[src/rtl/mem_port_arbiter.sv]
// Arbitrates a single-ported memory between instruction-fetch and load/store ports.
// Define ARB_ROUND_ROBIN_EN to alternate grants on collisions; default is data-over-fetch priority.
module mem_port_arbiter #(
  parameter int AW      = 32,
  parameter int DW      = 32,
  parameter int TIMEOUT = 255
) (
  input  logic          clk,
  input  logic          reset,
  input  logic          i_req,
  input  logic [AW-1:0] i_addr,
  output logic [DW-1:0] i_rdata,
  output logic          i_ack,
  input  logic          d_req,
  input  logic          d_we,
  input  logic [AW-1:0] d_addr,
  input  logic [DW-1:0] d_wdata,
  output logic [DW-1:0] d_rdata,
  output logic          d_ack,
  output logic          err,
  output logic          stall,
  output logic          m_req,
  output logic          m_we,
  output logic [AW-1:0] m_addr,
  output logic [DW-1:0] m_wdata,
  input  logic [DW-1:0] m_rdata,
  input  logic          m_ready
);

  typedef enum logic [2:0] {IDLE, BUSY_I, BUSY_D, DONE_I, DONE_D} state_t;
  typedef enum logic {GRANT_I, GRANT_D} grant_t;

  localparam int            CW       = (TIMEOUT > 1) ? $clog2(TIMEOUT + 1) : 1;
  localparam logic [CW-1:0] CNT_LAST = CW'(TIMEOUT - 1);

  state_t        state, state_nxt;
  grant_t        last_grant, grant_nxt;
  logic [CW-1:0] cnt, cnt_nxt;
  logic          m_req_nxt, m_we_nxt, err_nxt;
  logic [AW-1:0] m_addr_nxt;
  logic [DW-1:0] m_wdata_nxt, i_rdata_nxt, d_rdata_nxt;
  logic          grant_d;

`ifdef ARB_ROUND_ROBIN_EN
  // On a collision the port that did not win last time goes first.
  assign grant_d = d_req & (~i_req | (last_grant == GRANT_I));
`else
  assign grant_d = d_req;
`endif

  assign i_ack = (state == DONE_I);
  assign d_ack = (state == DONE_D);
  assign stall = (i_req & ~i_ack) | (d_req & ~d_ack);

  // NOTE: every signal written here gets its hold value first so no latch is inferred.
  always_comb begin
    state_nxt   = state;
    grant_nxt   = last_grant;
    cnt_nxt     = cnt;
    m_req_nxt   = m_req;
    m_we_nxt    = m_we;
    m_addr_nxt  = m_addr;
    m_wdata_nxt = m_wdata;
    i_rdata_nxt = i_rdata;
    d_rdata_nxt = d_rdata;
    err_nxt     = err;
    unique case (state)
      IDLE: begin
        if (grant_d) begin
          state_nxt   = BUSY_D;
          grant_nxt   = GRANT_D;
          cnt_nxt     = '0;
          m_req_nxt   = 1'b1;
          m_we_nxt    = d_we;
          m_addr_nxt  = d_addr;
          m_wdata_nxt = d_we ? d_wdata : '0;
        end else if (i_req) begin
          state_nxt   = BUSY_I;
          grant_nxt   = GRANT_I;
          cnt_nxt     = '0;
          m_req_nxt   = 1'b1;
          m_we_nxt    = 1'b0;
          m_addr_nxt  = i_addr;
          m_wdata_nxt = '0;
        end
      end
      BUSY_I, BUSY_D: begin
        // A ready on the expiry cycle still wins over the abort.
        if (m_ready) begin
          m_req_nxt = 1'b0;
          if (state == BUSY_I) begin
            i_rdata_nxt = m_rdata;
            state_nxt   = DONE_I;
          end else begin
            d_rdata_nxt = m_rdata;
            state_nxt   = DONE_D;
          end
        end else if ((TIMEOUT != 0) && (cnt == CNT_LAST)) begin
          m_req_nxt = 1'b0;
          err_nxt   = 1'b1;
          if (state == BUSY_I) begin
            i_rdata_nxt = '0;
            state_nxt   = DONE_I;
          end else begin
            d_rdata_nxt = '0;
            state_nxt   = DONE_D;
          end
        end else begin
          cnt_nxt = cnt + CW'(1);
        end
      end
      DONE_I, DONE_D: begin
        state_nxt = IDLE;
        err_nxt   = 1'b0;
      end
      default: state_nxt = IDLE;
    endcase
  end

  // NOTE: state registers use non-blocking assignments so all flops update together.
  always_ff @(posedge clk or negedge reset) begin
    if (!reset) begin
      state      <= IDLE;
      last_grant <= GRANT_I;
      cnt        <= '0;
      m_req      <= 1'b0;
      m_we       <= 1'b0;
      m_addr     <= '0;
      m_wdata    <= '0;
      i_rdata    <= '0;
      d_rdata    <= '0;
      err        <= 1'b0;
    end else begin
      state      <= state_nxt;
      last_grant <= grant_nxt;
      cnt        <= cnt_nxt;
      m_req      <= m_req_nxt;
      m_we       <= m_we_nxt;
      m_addr     <= m_addr_nxt;
      m_wdata    <= m_wdata_nxt;
      i_rdata    <= i_rdata_nxt;
      d_rdata    <= d_rdata_nxt;
      err        <= err_nxt;
    end
  end

endmodule

[config.mk]
export PLATFORM = sky130hd
export DESIGN_NAME = mem_port_arbiter
export DESIGN_NICKNAME = d
export VERILOG_FILES = /design/src/rtl/mem_port_arbiter.sv
export SDC_FILE = /design/constraint.sdc
export NUM_CORES = 1
export LEC_CHECK = 0
export BUFFER_PORTS_ARGS = -buffer_cell sky130_fd_sc_hd__buf_2
export CAP_MARGIN = 0
export CORE_MARGIN = 2
export CORE_UTILIZATION = 40
export DETAILED_ROUTE_END_ITERATION = 7
export PLACE_DENSITY = 0.69
export SYNTH_ARGS = -nofsm -noshare
export SYNTH_HDL_FRONTEND = slang
export SYNTH_SLANG_ARGS = --single-unit
[constraint.sdc]
create_clock -name clk -period 2.2 [get_ports clk]
set_clock_uncertainty 0.1 [all_clocks]
set_input_delay 0.22 -clock clk [delete_from_list [all_inputs] [get_ports clk]]
set_output_delay 0.22 -clock clk [all_outputs]
set_load 0.01 [all_outputs]
==> results of run 1 <==
==> worst min-delay path: cells and delay by family <==
family	cells	cell delay, ns
AO/OA/AOI/OAI	1	0.14
buffers and inverters	1	0.07
multiplexers	1	0.05
==> power groups by stage <==
stage	Sequential, mW	Combinational, mW	Clock (mW)
6_report	4.55	4.43	2.86
5_1_grt	4.67	4.86	3.05
2_1_floorplan	4.96	1.91	0
3_5_place_dp	4.51	4.29	0
4_1_cts	4.52	4.42	2.92
3_3_place_gp	4.49	4.16	0
==> layout make-up <==
class	count	share of cell area, %
Sequential cell	142	40.8
Timing Repair Buffer	374	28.0
Multi-Input combinational cell	254	21.6
Clock buffer	19	4.97
Tap cell	180	2.58
Clock inverter	13	1.91
Inverter	5	0.215
==> cell usage in the layout, fill, tap and decap left out, types with 6 or more instances in the layout <==
cell type	instances
buf_2	266
dfrtp_1	142
a22o_1	94
dlygate4sd3_1	91
o21ai_0	38
nand2_1	37
mux2i_1	32
clkbuf_16	17
buf_4	11
and3_1	6
clkinvlp_4	6
==> registers in the layout (all words and copies together), names as in the netlist <==
name and flops:
cnt 8, d_rdata 32, err 1, i_rdata 32
m_addr 32, m_req 1, m_wdata 32, m_we 1
state 3
==> cells by family after synthesis <==
family / Yosys count
buf+inv: 43
xor+xnor: 1
compound gates: 153
mux: 32
fa+ha+maj: 2
simple gates: 66
flops: 142
==> repair_timing <==
action                                 4_1_cts  5_1_grt
endpoints found under the hold margin      176        0
buffers inserted                             0        0
setup endpoints to repair                    0        4
hold buffers                                91        0
==> how the worst min path moves through the flow <==
stage,start,endpoint,slack [ns],cells after the start
after CTS,i_addr[9],m_addr[9],0.002,3
after global placement,reset,i_rdata[15],0.16,1
after detailed placement,reset,i_rdata[28],0.17,1
after floorplan,reset,cnt[0],-0.18,0
after global routing,d_addr[30],m_addr[30],0.02,3
final,i_addr[19],m_addr[19],0.008,3
==> metal layers <==
layer,vias to the layer above,routed length [µm],GRT usage (%)
li1,2345,-,-
met1,2445,6610,26.3
met2,305,7920,35.9
met3,35,1480,6.04
met4,0,424,9.48
met5,-,0,0
==> key figures, run 1 <==
Worst setup path
  – Req. time, crit path: between 2 and 2.5 ns
  – CP Depth: 6
  – Crit path from: cnt[0]
  – Worst path cell trace: inv_1 -> ha_1 -> and3_2 -> a21oi_2 -> or4b_4 -> a22o_1
  – Setup Crit Path Kind: flop to flop
  – R2r startpoint: cnt[0]
  – Cells on worst reg2reg path: 6
  – CP peak stage delay: between 0.6 and 0.7 ns
  – Worst path slowest cell: or4b_4
  – CP endpoint kind: flop
  – Critical path peak fanout: 33
  – Reg2reg setup slack: slightly above 0.07 ns
  – Reg2reg end: d_rdata[17]
  – Critical path's top delay family: simple AND/OR/NAND/NOR gates
  – Worst setup SP type: flop
  – Critical path endpoint: d_rdata[17]
  – Worst path bufs/invs: 1
  – Arr. time, crit path: about 2.3 ns

Routing
  – Post-route DRC: 0
  – Average wire per standard cell: between 15 and 20 µm
  – Wirelength, routed: 16.4 mm
  – Post-route antenna net violation count: 0
  – TritonRoute pass-1 iters: 4
  – Via/cell ratio: about 5.2
  – DR vias: around 5000
  – DR iter-0 viols: 282

Cells and area
  – Multi-input logic area: about 1900 µm²
  – Final net count: 930
  – Final core utilization: 63.3%
  – Post-Layout Cell Count: around 990
  – Syn-to-layout area delta: 55.1%
  – Cell area after layout: approximately 8700 µm²
  – Seq. cell area: 3550 µm²
  – FILL cells: ~1100
  – Layout cells sized above 1: 40.1%
  – # diodes: 0

Logic synthesis
  – Top_reg_cell synth: dfrtp_1
  – Post-synth top area share: 63.3%
  – Synthesized area per cell: approximately 13 µm²
  – Sequential fraction of the synthesis area: 63.3%
  – EDFF count, synth: 0
  – Simple-gate share of the synthesized area: under 10%
  – Asr flop ratio synth: between 90% and 100%
  – Top cells by area, synth: dfrtp_1, a22o_1, mux2i_1
  – Synth warn: 0
  – Synth Area in Adders: less than 1%
  – Synth Area in Compound Gates: between 20% and 30%
  – Synth Area in XOR/XNOR: less than 1%
  – Multiplexer share of the synthesized area: between 5 and 6%
  – Net Count, Synth: roughly 580
  – Post-synthesis cell count: 439
  – Synthesized cell area: 5620 µm²
  – Post-synth top area cell: dfrtp_1
  – Cell variety after synth: 39
  – Largest family of logic cells by synthesized area: compound AO/OA/AOI/OAI gates
  – Yosys reg bits: 142
  – Top-count cell post-synth: dfrtp_1
  – Synth cell count leaders: dfrtp_1, a22o_1, o21ai_0

Clock network
  – Max Root-Sink Buffers: 2
  – H-tree depth: 4
  – CTS tree: done
  – Cts repair resizes: 0
  – Clk Latency, worst-skew pair: 0.41 ns
  – CTS sink cnt: between 100 and 150
  – Clk pin slew, worst setup/hold paths: 0.06 ns
  – Cts bufs inserted: 17
  – CTS root buffer: clkbuf_16

Placed design
  – Port-buffer cells: between 200 and 300
  – Placed insts: 864
  – Post-DP Area: just over 7000 µm²
  – Pre-CTS setup slack: ~0.095 ns
  – Hpwl dp: 10.6 mm
  – RD Place Congestion: between 0.8 and 0.9

Floorplan
  – Die area: between 15000 and 20000 µm²
  – Starting Density: between 40% and 50%
  – Die W: 122 µm
  – # rows: 43
  – Die Ht: roughly 120 µm
  – I/O pins: between 200 and 300
  – Core area: about 14000 µm²

Global routing
  – Initial antenna violation count: 0
  – Vias in the first global route: around 5100
  – Largest net degree at the start of global routing: 70
  – First-pass GRT wire length: between 20 and 30 mm
  – Total grt overflow: 0
  – Total GRT Usage: 21.6%

Pwr
  – Power share of the combinational group: a little under two fifths
  – Int Pwr: ~7.7 mW
  – Switching share of total power: between 30% and 40%
  – Clk pwr share: roughly 24%
  – Sw Pwr: ~4.2 mW
  – Maximum vdd drop: 0.631 mV
  – Pwr dens: between 1000 and 1500 nW/µm²
  – Pleak: about 4.7 nW
  – Pwr Total: 11.8 mW
  – Seq pwr share: a little under two fifths

Job
  – Max Cap Viol: 0

STA
  – Setup TNS: 0 ns
  – Final critical-path required period: between 2 and 2.5 ns
  – Slew Viols, Final: 0
  – Worst-Margin Slew: 0.668 ns
  – Slew margin rel.: a little under three fifths
  – Max frequency: around 0.47 GHz
  – Final setup fails: 0
  – Final Hold Viols: 0
  – RSZ-0062 raised after global routing: yes
  – Setup WS post-layout: between 0.07 and 0.08 ns
  – Final period util: roughly 97%
  – Worst hold margin: between 0.008 and 0.009 ns

Run status
  – Status: completed

Worst hold path
  – Hold Crit Class: input port to flop
(Power assumes the default switching activity.)
==> run 2: changes to the inputs <==
Settings changed: HOLD_SLACK_MARGIN set to 0.03.
==> run 2 against run 1 <==
  * Sequential power about the same
  * Fmax fell by 0.49%
  * Combinational power increased by 2%
  * Cell count up 3.0%
  * First-iteration DRC count shrank 3.2%
  * Utilization is 2.2 points higher
  * Sequential share of layout area decreased by 1.4 points
  * Hold slack better by 0.013 ns
  * Total power rose by 0.93%
  * Critical path type unchanged
==> key figures, run 2 (same netlist as run 1, synthesis figures left out) <==
Job
  – Max Cap Viol: 0

Placed design
  – Hpwl dp: roughly 11 mm
  – RD Place Congestion: ~0.8
  – Port-buffer cells: 267
  – Post-DP Area: approximately 7200 µm²

Worst setup path
  – Worst setup SP type: flop
  – Reg2reg setup slack: between 0.05 and 0.06 ns
  – Critical path peak fanout: 33
  – Setup Crit Path Kind: flop to flop
  – Reg2reg end: d_rdata[17]
  – Worst path slowest cell: or4b_4
  – CP endpoint kind: flop
  – Req. time, crit path: around 2.4 ns
  – R2r startpoint: cnt[0]
  – Worst path cell trace: inv_1 -> ha_1 -> and3_2 -> a21oi_2 -> or4b_4 -> a22o_1
  – Cells on worst reg2reg path: 6
  – Arr. time, crit path: 2.32 ns
  – CP peak stage delay: 0.69 ns

Routing
  – Via/cell ratio: between 5 and 6
  – DR iter-0 viols: between 200 and 300
  – DR vias: approximately 5300
  – Post-route DRC: 0
  – Wirelength, routed: ~17 mm
  – TritonRoute pass-1 iters: 5
  – Post-route antenna net violation count: 0
  – Average wire per standard cell: 17.0 µm

STA
  – Final period util: between 90 and 100%
  – Final critical-path required period: approximately 2.1 ns
  – Slew margin rel.: 55.6%
  – Worst-Margin Slew: ~0.67 ns
  – RSZ-0062 raised after global routing: yes
  – Slew Viols, Final: 0
  – Final setup fails: 0
  – Final Hold Viols: 0
  – Setup TNS: 0 ns
  – Max frequency: about 0.47 GHz

Clock network
  – Cts bufs inserted: 17
  – Max Root-Sink Buffers: 2
  – Clk pin slew, worst setup/hold paths: approximately 0.060 ns
  – H-tree depth: 4
  – Post-CTS Setup Repair Bufs: 0
  – CTS sink cnt: approximately 140
  – CTS root buffer: clkbuf_16
  – Clk Latency, worst-skew pair: slightly above 0.4 ns
  – CTS tree: done
  – Cts repair resizes: 0

Pwr
  – Switching share of total power: 35.5%
  – Seq pwr share: between 30% and 40%
  – Pwr dens: between 1000 and 1500 nW/µm²
  – Maximum vdd drop: roughly 0.66 mV
  – Int Pwr: between 7 and 8 mW
  – Power share of the combinational group: approximately 38%
  – Pleak: roughly 4.8 nW
  – Pwr Total: 12.0 mW
  – Clk pwr share: around a quarter
  – Sw Pwr: 4.24 mW

Cells and area
  – Cell area after layout: 9010 µm²
  – Most common cell after layout, fill and taps aside: buf_2
  – Syn-to-layout area delta: 60.5%
  – Final net count: 960
  – # diodes: 0
  – Layout cells sized above 1: approximately 39%
  – Most frequent cells in the layout: buf_2, dfrtp_1, dlygate4sd3_1, a22o_1, o21ai_0

Worst hold path
  – Hold Path Sink: m_addr[10]
  – Hold Path Depth: 3
  – Hold_sp: d_addr[10]
  – Hold Crit Class: input port to flop

Global routing
  – Largest net degree at the start of global routing: 70
  – Initial antenna violation count: 0
  – Total GRT Usage: a little under a quarter
  – Total grt overflow: 0
  – Vias in the first global route: approximately 5200
  – First-pass GRT wire length: 26.3 mm

Floorplan
  – Die Ht: approximately 120 µm
  – Die area: between 15000 and 20000 µm²
  – I/O pins: roughly 270
  – Core area: 13800 µm²
  – # rows: 43
  – Die W: about 120 µm
  – Starting Density: about two fifths

Run status
  – Status: completed
==> run 2: metrics by stage <==
step / hold slack, ns / setup WS (ns) / instances / utilization [%]
finish: 0.0211 / 0.0599 / 1017 / 65.4
global route: 0.0422 / -0.0279 / 1017 / 65.4
CTS: 0.0326 / 0.0885 / 1017 / 65.4
detailed placement: 0.174 / 0.0945 / 864 / 52.3
global placement: 0.155 / 0.136 / 864 / 52.3
floorplan: -0.176 / 0.236 / 439 / -
==> run 2: how the worst max path moves through the flow <==
| stage | slack [ns] | start | to | cells after the start |
|---|---|---|---|---|
| finish | 0.06 | cnt[0] | d_rdata[17] | 6 |
| global route | -0.03 | cnt[0] | d_rdata[17] | 6 |
| CTS | 0.09 | cnt[0] | d_rdata[1] | 6 |
| detailed placement | 0.09 | cnt[0] | d_rdata[17] | 6 |
| global placement | 0.14 | cnt[0] | d_rdata[1] | 6 |
| floorplan | 0.24 | cnt[0] | d_rdata[10] | 8 |
==> run 2: power groups by stage <==
stage / combinational (mW) / sequential, mW / clock (mW)
6_report: 4.52 / 4.56 / 2.87
5_1_grt: 4.94 / 4.68 / 3.04
4_1_cts: 4.47 / 4.52 / 2.92
3_5_place_dp: 4.29 / 4.51 / 0
3_3_place_gp: 4.16 / 4.49 / 0
2_1_floorplan: 1.91 / 4.96 / 0
==> run 2: cell type report <==
type                            count  area [µm²]
Timing Repair Buffer              404        2740
Multi-Input combinational cell    254        1880
Inverter                            5        18.8
Tap cell                          180         225
Fill cell                        1009        4760
Clock inverter                     13         166
Sequential cell                   142        3550
Clock buffer                       19         433
==> run 2: timing repair <==
action | 4_1_cts | 5_1_grt
endpoints found under the hold margin | 189 | 0
endpoints found under the setup margin | 0 | 4
hold buffers | 121 | 0
==> run 2: routing by layer <==
layer | up-vias | global-route usage [%] | share of wire (%)
met3 | 39 | 6.37 | 9.1
met1 | 2581 | 27.2 | 39
met5 | - | 0 | 0
met4 | 0 | 10.3 | 2.7
li1 | 2398 | - | -
met2 | 318 | 38.1 | 49
==> run 2: worst max-delay path, delay by kind of cell (launching register included) <==
family / cells / cell delay [ns]
compound gates: 2 / 0.37
fa+ha+maj: 1 / 0.13
buf+inv: 1 / 0.07
flops: 1 / 0.42
simple gates: 2 / 0.90
